--- src/rtl/arb2to1_if.sv ---
// rtl/arb2to1_if.sv - valid/ready/last stream channel used by the arb2to1 sources and output
interface arb2to1_if #(
  parameter int WIDTH = 8
);
  logic             valid;
  logic [WIDTH-1:0] data;
  logic             last;
  logic             ready;

  modport master (output valid, output data, output last, input ready);
  modport slave  (input valid, input data, input last, output ready);
endinterface

--- src/rtl/arb2to1.sv ---
// rtl/arb2to1.sv - two-input round-robin stream arbiter with registered output and mux select
// Optional packet locking enabled by defining ARB2_LOCK_EN.
module arb2to1 #(
  parameter int WIDTH = 8
) (
  input  logic      clk,
  input  logic      rst,
  arb2to1_if.slave  a,
  arb2to1_if.slave  b,
  arb2to1_if.master f,
  output logic      sel,
  output logic      busy
);

  logic             r_f_valid;
  logic [WIDTH-1:0] r_f_data;
  logic             r_f_last;
  logic             r_sel;
  logic             r_prio;

  logic             w_load;
  logic             w_gnt;
  logic             w_idx;
  logic             w_acc;
  logic             w_last;
  logic [WIDTH-1:0] w_data;

`ifdef ARB2_LOCK_EN
  typedef enum logic {IDLE = 1'b0, LOCK = 1'b1} state_t;
  state_t r_state;
  logic   r_owner;
  logic   r_busy;
`endif

  // Index defaults to B only when B alone is valid; with neither valid w_gnt is 0.
  always_comb begin
    w_gnt = a.valid || b.valid;
    w_idx = (a.valid && b.valid) ? r_prio : b.valid;
`ifdef ARB2_LOCK_EN
    if (r_state == LOCK) begin
      w_idx = r_owner;
      w_gnt = r_owner ? b.valid : a.valid;
    end
`endif
  end

  assign w_load  = !r_f_valid || f.ready;
  assign w_acc   = w_load && w_gnt && !rst;
  assign w_data  = w_idx ? b.data : a.data;
  assign w_last  = w_idx ? b.last : a.last;

  assign a.ready = w_acc && !w_idx;
  assign b.ready = w_acc && w_idx;

  assign f.valid = r_f_valid;
  assign f.data  = r_f_data;
  assign f.last  = r_f_last;
  assign sel     = r_sel;

`ifdef ARB2_LOCK_EN
  assign busy = r_busy;
`else
  assign busy = 1'b0;
`endif

  always_ff @(posedge clk) begin
    if (rst) begin
      r_f_valid <= 1'b0;
      r_f_data  <= '0;
      r_f_last  <= 1'b0;
      r_sel     <= 1'b0;
      r_prio    <= 1'b0;
`ifdef ARB2_LOCK_EN
      r_state   <= IDLE;
      r_owner   <= 1'b0;
      r_busy    <= 1'b0;
`endif
    end else if (w_load) begin
      if (w_acc) begin
        r_f_valid <= 1'b1;
        r_f_data  <= w_data;
        r_f_last  <= w_last;
        r_sel     <= w_idx;
`ifdef ARB2_LOCK_EN
        // Priority only rotates at packet boundaries so a locked packet never loses its turn.
        if (w_last) begin
          r_prio  <= !w_idx;
          r_state <= IDLE;
          r_busy  <= 1'b0;
        end else begin
          r_state <= LOCK;
          r_owner <= w_idx;
          r_busy  <= 1'b1;
        end
`else
        r_prio    <= !w_idx;
`endif
      end else begin
        r_f_valid <= 1'b0;
      end
    end
  end

endmodule

--- src/flat_wrapper.sv ---
// flat-port wrapper written by rule: the top's interface ports become plain ports
module arb2to1_flat 
#(
  parameter int WIDTH = 8
)
  (clk, rst, sel, busy, a_valid, a_data, a_last, a_ready, b_valid, b_data, b_last, b_ready, f_valid, f_data, f_last, f_ready);
  arb2to1_if #(.WIDTH(WIDTH)) a_i ();
  arb2to1_if #(.WIDTH(WIDTH)) b_i ();
  arb2to1_if #(.WIDTH(WIDTH)) f_i ();
  input  logic clk;
  input  logic rst;
  output logic sel;
  output logic busy;
  input wire logic [$bits(a_i.valid)-1:0] a_valid;
  input wire logic [$bits(a_i.data)-1:0] a_data;
  input wire logic [$bits(a_i.last)-1:0] a_last;
  output wire logic [$bits(a_i.ready)-1:0] a_ready;
  input wire logic [$bits(b_i.valid)-1:0] b_valid;
  input wire logic [$bits(b_i.data)-1:0] b_data;
  input wire logic [$bits(b_i.last)-1:0] b_last;
  output wire logic [$bits(b_i.ready)-1:0] b_ready;
  output wire logic [$bits(f_i.valid)-1:0] f_valid;
  output wire logic [$bits(f_i.data)-1:0] f_data;
  output wire logic [$bits(f_i.last)-1:0] f_last;
  input wire logic [$bits(f_i.ready)-1:0] f_ready;
  assign a_i.valid = a_valid;
  assign a_i.data = a_data;
  assign a_i.last = a_last;
  assign a_ready = a_i.ready;
  assign b_i.valid = b_valid;
  assign b_i.data = b_data;
  assign b_i.last = b_last;
  assign b_ready = b_i.ready;
  assign f_valid = f_i.valid;
  assign f_data = f_i.data;
  assign f_last = f_i.last;
  assign f_i.ready = f_ready;
  arb2to1 #(.WIDTH(WIDTH)) u_core (.clk(clk), .rst(rst), .a(a_i), .b(b_i), .f(f_i), .sel(sel), .busy(busy));
endmodule
--- config.mk ---
export PLATFORM = sky130hd
export DESIGN_NAME = arb2to1_flat
export DESIGN_NICKNAME = d
export VERILOG_FILES = /design/src/rtl/arb2to1_if.sv /design/src/rtl/arb2to1.sv /design/src/flat_wrapper.sv
export SDC_FILE = /design/constraint.sdc
export NUM_CORES = 1
export LEC_CHECK = 0
export CORE_MARGIN = 3
export CORE_UTILIZATION = 35
export DETAILED_ROUTE_END_ITERATION = 16
export PLACE_DENSITY = 0.77
export SYNTH_ARGS = -nofsm -noshare
export SYNTH_HDL_FRONTEND = slang
export SYNTH_SLANG_ARGS = --single-unit
--- constraint.sdc ---
create_clock -name clk -period 1.1 [get_ports clk]
set_input_delay 0.11 -clock clk [delete_from_list [all_inputs] [get_ports clk]]
set_output_delay 0.11 -clock clk [all_outputs]
set_load 0.1 [all_outputs]
After elaboration in Yosys (flattened, before gate mapping)
Index checks and enable logic that the tools add are counted.
- reduce and logical (&&, ||, !) cells: 11
- multiplexer cells: 4
- operators with widths (operator ; number):
    2-to-1 mux 8 bit ; 1
    logical AND 1 bit ; 5
    logical NOT 1 bit ; 3
    2-to-1 mux 1 bit ; 3
    logical OR 1 bit ; 2
    AND reduction 2 bit ; 1
- input port bits: 23
- word-level logic and storage cells: 20
- output and inout bits: 14
- bits in registers: 12

Logic depth before layout (Yosys ltp)
Gate-level depths: netlist of the first run.
- depth after elaboration: 5
- gate-level depth with buffers: 4
- mapped depth without buffers: 3

Worst setup path before layout of the first run
OpenSTA, ideal clock, no wires.
- kind: register to output
- start: register u_core.r_f_valid, in the netlist u_core.f.valid
- end: output a_ready
- arrival: 1.722 ns
- stages on the path, launching flop included: 3
- required time: 0.990 ns
- buffers on the path: 0
- slack: -0.732 ns
- path through: dfxtp_1 -> nand2b_4 -> and3_1
- cells in the longest elaborated chain, start to end: 5
- ends and longest elaborated chain (what ; RTL line ; text):
    start, declared ; arb2to1.sv:15 ; logic r_f_valid;
    start signal, assigned ; arb2to1.sv:68 ; r_f_valid <= 1'b0;
    start signal, assigned ; arb2to1.sv:80 ; r_f_valid <= 1'b1;
    start signal, assigned ; arb2to1.sv:99 ; r_f_valid <= 1'b0;
    logical NOT 1 bit ; arb2to1.sv:47 ; assign w_load = !r_f_valid || f.ready;
    logical OR 1 bit ; arb2to1.sv:47 ;
    logical AND 1 bit (2 in series) ; arb2to1.sv:48 ; assign w_acc = w_load && w_gnt && !rst;
    logical AND 1 bit ; arb2to1.sv:52 ; assign a.ready = w_acc && !w_idx;
    end, declared ; flat_wrapper.sv:17 ; output wire logic [$bits(a_i.ready)-1:0] a_ready;
Every way passes these cells.

Final worst setup path of the first run
- start: register u_core.r_prio
- end: output b_ready
- cells in the longest elaborated chain, start to end: 2
- ends and longest elaborated chain (what ; RTL line ; text):
    start, declared ; arb2to1.sv:19 ; logic r_prio;
    start signal, assigned ; arb2to1.sv:96 ; r_prio <= !w_idx;
    2-to-1 mux 1 bit ; arb2to1.sv:38 ; w_idx = (a.valid && b.valid) ? r_prio : b.valid;
    logical AND 1 bit ; arb2to1.sv:53 ; assign b.ready = w_acc && w_idx;
    end, declared ; flat_wrapper.sv:21 ; output wire logic [$bits(b_i.ready)-1:0] b_ready;
Every way passes these cells.

==> results of run 1 <==
-- logic make-up (layout without fill, tap and decap cells) --
logic type / after synthesis / after routing / share of synthesized area
buffers and inverters: 23 / 66 / 0.153
AOI/OAI and AO/OA: 16 / 17 / 0.226
and+or+nand+nor: 16 / 16 / 0.213
DFF: 12 / 12 / 0.402
other: 1 / 1 / 0.00627
-- cell type report --
type,instances,area share
clock buffers,4,0.0296
repair buffers,42,0.435
inverters,20,0.0654
flip-flops and latches,12,0.212
multi-input cells,34,0.241
well taps,16,0.0163
-- repair_timing --
action,in CTS,in global routing
cloned,1,0
setup endpoints to repair,11,12
setup buffers,1,0
pin swaps,2,1
resized for setup,6,2
-- worst max-delay path, delay by kind of cell, from the launching register on --
kind	cells	cell delay (ns)
flip-flops	1	0.38
AND/OR/NAND/NOR	2	0.27
buffers and inverters	2	0.24
-- per-layer routing --
| metal | wire, um | up-vias | part of all wire | track usage |
|---|---|---|---|---|
| met1 | 880 | 321 | 0.43 | 0.235 |
| li1 | - | 333 | - | - |
| met4 | 58 | 0 | 0.028 | 0.0939 |
| met5 | 0 | - | 0 | 0 |
| met3 | 125 | 6 | 0.061 | 0.0421 |
| met2 | 987 | 34 | 0.48 | 0.318 |
-- cell usage in the layout (no fill, tap or decap), types with 3 or more instances in the layout --
| cell type | count |
|---|---|
| dlygate4sd2_1 | 3 |
| buf_12 | 13 |
| dfxtp_2 | 10 |
| clkbuf_4 | 3 |
| inv_1 | 19 |
| buf_4 | 6 |
| clkdlybuf4s50_1 | 19 |
| nand4_1 | 9 |
| o221ai_1 | 9 |
| a21oi_1 | 3 |
-- power groups by stage --
stage	Combinational [W]	Sequential, W	Clock (W)
global route	0.000729	0.000527	0.000385
detailed placement	0.000697	0.000534	0
CTS	0.000708	0.000524	0.000359
finish	0.000708	0.000522	0.000361
floorplan	0.000156	0.000765	0
global placement	0.000687	0.000531	0
-- path summary, 6_finish.rpt --
check,from,to,slack (ns),cells after the start
setup / recovery,u_core.r_prio$_SDFFE_PP0P_,b_ready,-0.17,4
hold / removal,b_valid,u_core.sel$_SDFFE_PP0P_,0.39,3
setup reg to reg,u_core.r_prio$_SDFFE_PP0P_,u_core.f.last$_SDFFE_PP0P_,-0.01,4
hold reg to reg,u_core.sel$_SDFFE_PP0P_,u_core.sel$_SDFFE_PP0P_,0.50,2
-- synth_stat cells, types with 3 or more instances --
cell	count	share of area
nand4_1	9	0.094
o221ai_1	9	0.13
dfxtp_1	12	0.40
a21oi_1	3	0.025
inv_1	19	0.12
-- state kept, by name, summed over array words and instances, names as in the netlist --
name            cells
u_core.f.data       8
u_core.f.last       1
u_core.f.valid      1
u_core.r_prio       1
u_core.sel          1
-- through the flow --
step | hold WS [ns] | TNS, ns | util
after floorplan | 0.169 | -0.134 | -
after global placement | 0.487 | -3.63 | 0.745
after detailed placement | 0.489 | -4.42 | 0.745
after CTS | 0.390 | -0.481 | 0.784
after global routing | 0.382 | -0.705 | 0.786
final | 0.393 | -0.338 | 0.786
==> key figures, run 1 <==
Power
  • Switching part of the total power: 0.393
  • Power per cell area: 1300 mW/mm^2
  • P_sw: 0.000625 W
  • Part of the power in combinational logic: 0.445
  • LEAKAGE: 0.524 nW
  • Internal power: 0.000966 W
  • Design Power: 0.00159 W
  • Clk pwr share: 0.227
  • Sequential fraction of design power: 0.328
  • VDD IR max: 1.14 mV

Timing
  • Setup violations, final: 4
  • Setup WS post-layout: -0.165 ns
  • Max-slew violations: 0
  • RSZ-0062 raised after global routing: true
  • Max Clock Skew: 0.0143 ns
  • FMAX: 790 MHz
  • Final Cycle Share: 1.15
  • Fin. Hold Viols: 0
  • Post-route minimum period: 1.27 ns

Routing
  • Post-route ant nets: 0
  • WL per Instance: 16.0 um
  • Post-Route WL: 2.05 mm
  • DRC: 0
  • First drt pass iteration count: 4
  • DR iter-0 viols: 12
  • Via density: 5.42
  • DR vias: 694

Floorplanning
  • Die span in x: 47.3 um
  • Die Footprint: 0.00224 sq mm
  • Die Span Y: 47.3 um
  • Row Count: 14
  • I/O Pins: 37
  • Initial Utilization: 0.384
  • Core region area: 0.00156 sq mm

Global route
  • Tot GR Track Use: 0.193
  • Initial antenna violation count: 0
  • Vias in the first global route: 691
  • Grt ovf: 0
  • Largest net degree at the start of global routing: 12
  • First-pass GRT wire length: 3.02 mm

Status
  • Failing checks: setup timing
  • Status: finished, violations left

Critical path
  • Category of the worst setup path launch point: flop
  • Crit-path cells: nand2b_4 > nand4b_4 > clkinv_4 > buf_12
  • Crit Path Max Fanout: 3
  • Arr. time, crit path: 1.16 ns
  • Slowest CP cell: dfxtp_4
  • CP Class: reg -> out
  • CP peak stage delay: 0.38 ns
  • Worst Setup End Kind: output pin
  • Worst path required time: 0.99 ns

Layout
  • Register area: 260 sq um
  • P&R area growth vs syn: 105%
  • Multi-input logic area: 295 sq um
  • Share of layout cells above drive strength 1: 0.402
  • Final design instance area without fill: 0.00122 sq mm
  • # diodes: 0
  • Fill cells: 102
  • Final cell count without fillers: 128
  • Count of nets after finishing: 136

Clocking
  • CTS Buf Count: 3
  • Num Clock Sinks: 12
  • Clock buffer depth: 2
  • Cts hold-fix bufs: 0
  • CTS tree: done
  • Clock tree root buffer cell: clkbuf_4
  • H-tree levels: 1
  • Clock Latency Late Sink: 0.27 ns
  • CTS clk-pin slew, worst paths: 0.09 ns

Yosys
  • Synth unique cells: 21
  • Syn_nets: 91
  • Fraction of registers with async set/reset: 0
  • Synth Instances: 68
  • Synth Warn #: 0
  • Cell area after synthesis: 598 sq um
  • Mean Syn Cell Area: 8.80 sq um
  • Post-synth EDFFs: 0
  • Sequential-to-total area share from yosys stat: 0.402
  • Main synth FF type: dfxtp_1
  • Synthesized flop and latch total: 12

Placed design
  • Post-DP Area: 0.00116 sq mm
  • DP Wirelength: 1.55 mm
  • Final GP Congestion: 0.754
  • Cell Count Post-Placement: 122
  • Port bufs: 35
  • DP Worst Slack: -0.382 ns

Hold path
  • Hold Path Class: in -> reg

Run
  • Max_cap viols: 0
No activity file was read; power rests on OpenSTA's default activity.
==> inputs of run 2 (changes only) <==
- CORE_ASPECT_RATIO: unset -> 0.9
- GPL_TIMING_DRIVEN: unset -> 0
==> run 2 against run 1 <==
  * Die area barely moved
  * Core utilization fell by 7.0 points
  * Cell count rose by 3.9%
  * Total power fell by 6.3%
  * Largest cell class unchanged
  * First-iteration DRC count fell by 83%
  * Maximum frequency fell by 0.63%
  * Wire length fell by 6.5%
  * Design area fell by 11%
  * Worst hold slack got worse by 0.091 ns
  * Setup slack got worse by 0.0080 ns
  * Non-clock buffer count fell by 1
  * Sequential power fell by 4%
  * The run still ends with setup timing left
==> key figures, run 2 (synthesis results as in run 1) <==
Timing
  • Fin. Hold Viols: 0 (unchanged)
  • Max-slew violations: 0 (unchanged)
  • RSZ-0062 raised after global routing: true
  • Setup violations, final: 5 (+1)
  • Setup TNS: -0.391 ns (-0.0536 ns)
  • Max Clock Skew: 0.00427 ns (-0.0100 ns)
  • FMAX: 785 MHz (-0.63%)
  • Setup WS post-layout: -0.173 ns (-0.00799 ns)
  • Post-route minimum period: 1.27 ns (+0.00799 ns)
  • Final Cycle Share: 1.16 (+0.00727)

Layout
  • # diodes: 0 (unchanged)
  • Count of nets after finishing: 135 (-0.74%)
  • Most frequent cells in the layout: inv_1, clkdlybuf4s50_1, buf_4
  • P&R area growth vs syn: 82.8%
  • Max FFs per register: 8 (unchanged)
  • Share of layout cells above drive strength 1: 0.396 (-0.00539)
  • Final cell count without fillers: 133 (+3.9%)
  • Layout Utilization: 0.715 (-0.0705)
  • Final design instance area without fill: 0.00109 sq mm (-11%)

Clocking
  • CTS clk-pin slew, worst paths: 0.09 ns (about the same)
  • H-tree levels: 1 (unchanged)
  • Cts hold-fix bufs: 0 (unchanged)
  • Num Clock Sinks: 12 (unchanged)
  • Clock Latency Late Sink: 0.28 ns (about the same)
  • Clock tree root buffer cell: clkbuf_4
  • CTS tree: done
  • Clock buffer depth: 2 (unchanged)
  • CTS Buf Count: 3 (unchanged)

Hold path
  • Worst Hold Path Cells: 2 (-1)
  • Hold Path Class: in -> reg
  • Hold Crit Endpoint: u_core.sel$_SDFFE_PP0P_
  • Startpoint of the lowest-slack hold path: rst

Routing
  • DR vias: 664 (-4.3%)
  • DRC: 0 (unchanged)
  • First drt pass iteration count: 4 (unchanged)
  • Post-Route WL: 1.92 mm (-6.5%)
  • Post-route ant nets: 0 (unchanged)
  • WL per Instance: 14.4 um (-10%)
  • Via density: 4.99 (-7.9%)
  • DR iter-0 viols: 2 (-10)

Placed design
  • DP Wirelength: 1.31 mm (-16%)
  • Port bufs: 35 (unchanged)
  • Final GP Congestion: 0.756 (+0.27%)
  • Post-DP Area: 0.00102 sq mm (-13%)
  • Cell Count Post-Placement: 125 (+2.5%)
  • DP Worst Slack: -1.49 ns (-1.10 ns)

Critical path
  • CP peak stage delay: 0.38 ns (about the same)
  • R2r worst-path depth: 4 (unchanged)
  • Crit Path Max Fanout: 4 (+1)
  • Register-to-Register Setup Slack: -0.04 ns (-0.03 ns)
  • Slowest CP cell: dfxtp_4
  • Arr. time, crit path: 1.16 ns (about the same)
  • Worst Setup End Kind: output pin
  • Critical R2R Launch: u_core.r_prio$_SDFFE_PP0P_
  • CP Class: reg -> out
  • Crit-path cells: nand2b_4 > nand4b_4 > clkinv_4 > buf_12
  • Worst r2r dst: u_core.f.data[0]$_SDFFE_PP0P_
  • Worst path required time: 0.99 ns (about the same)
  • Category of the worst setup path launch point: flop

Floorplanning
  • Die Span Y: 45.2 um (-4.5%)
  • Row Count: 13 (-1)
  • Core region area: 0.00153 sq mm (-1.9%)
  • Initial Utilization: 0.391 (+0.00753)
  • Die Footprint: 0.00224 sq mm (about the same)
  • I/O Pins: 37 (unchanged)
  • Die span in x: 49.6 um (+4.7%)

Global route
  • Grt ovf: 0 (unchanged)
  • First-pass GRT wire length: 2.84 mm (-6.2%)
  • Tot GR Track Use: 0.175 (-0.0187)
  • Largest net degree at the start of global routing: 11 (-1)
  • Initial antenna violation count: 0 (unchanged)
  • Vias in the first global route: 611 (-12%)

Status
  • Failing checks: setup timing
  • Status: finished, violations left

Power
  • Power per cell area: 1360 mW/mm^2 (+4.9%)
  • LEAKAGE: 0.486 nW (-7.4%)
  • VDD IR max: 1.09 mV (-4.5%)

Run
  • Max_cap viols: 0 (unchanged)
[run 2: changes by cell type in the layout (fill, tap and decap cells not counted), sizes merged]
cell / change
clkbuf: +1
buf: -2
[run 2: repair_timing]
item | 4_1_cts | 5_1_grt
resized for setup | 93 | 1
endpoints found under the setup margin | 22 | 11
setup buffers | 2 | 1
pin swaps | 3 | 2
gates cloned | 0 | 1
[run 2: final cells by class]
cell class              instances  area, sq um
clock buffers                   4         36.3
multi-input cells              34          295
fillers                       131          435
flip-flops and latches         12          260
inverters                      20         80.1
plain buffers                   3         32.5
repair buffers                 38          362
well taps                      22         27.5
[run 2: worst max path at each step]
stage                                      from                             to  depth (start not counted)
finish               u_core.r_prio$_SDFFE_PP0P_                        b_ready                          4
global route         u_core.r_prio$_SDFFE_PP0P_                        a_ready                          3
CTS                  u_core.r_prio$_SDFFE_PP0P_                        b_ready                          4
detailed placement                      a_valid                        a_ready                          4
global placement                        a_valid                        a_ready                          4
floorplan           u_core.f.valid$_SDFFE_PP0P_  u_core.f.data[2]$_SDFFE_PP0P_                          3
[run 2: metal layers]
layer  global-route usage  wire [um]  up-vias
met1                0.200        831      308
met2                0.293        929       23
met3               0.0627        129        5
met4               0.0829         29        0
met5                    0          0        -
li1                     -          -      328
[run 2: worst max-delay path: cells and delay by family, from the launching register on]
family | cells | cell delay, ns
simple gates | 2 | 0.26
flops | 1 | 0.38
buf+inv | 2 | 0.24
[run 2: stage by stage]
step	power, W	hold WS [ns]
final	0.00149	0.302
after global routing	0.00153	0.312
after CTS	0.00148	0.269
after detailed placement	0.00111	0.471
after global placement	0.00110	0.465
after floorplan	0.000922	0.169
[run 2: power breakdown]
group	total, W	internal, W	switching [W]
combinational	0.000614	0.000198	0.000417
clock	0.000373	0.000202	0.000172
sequential	0.000503	0.000479	0.0000243
total	0.00149	0.000878	0.000613
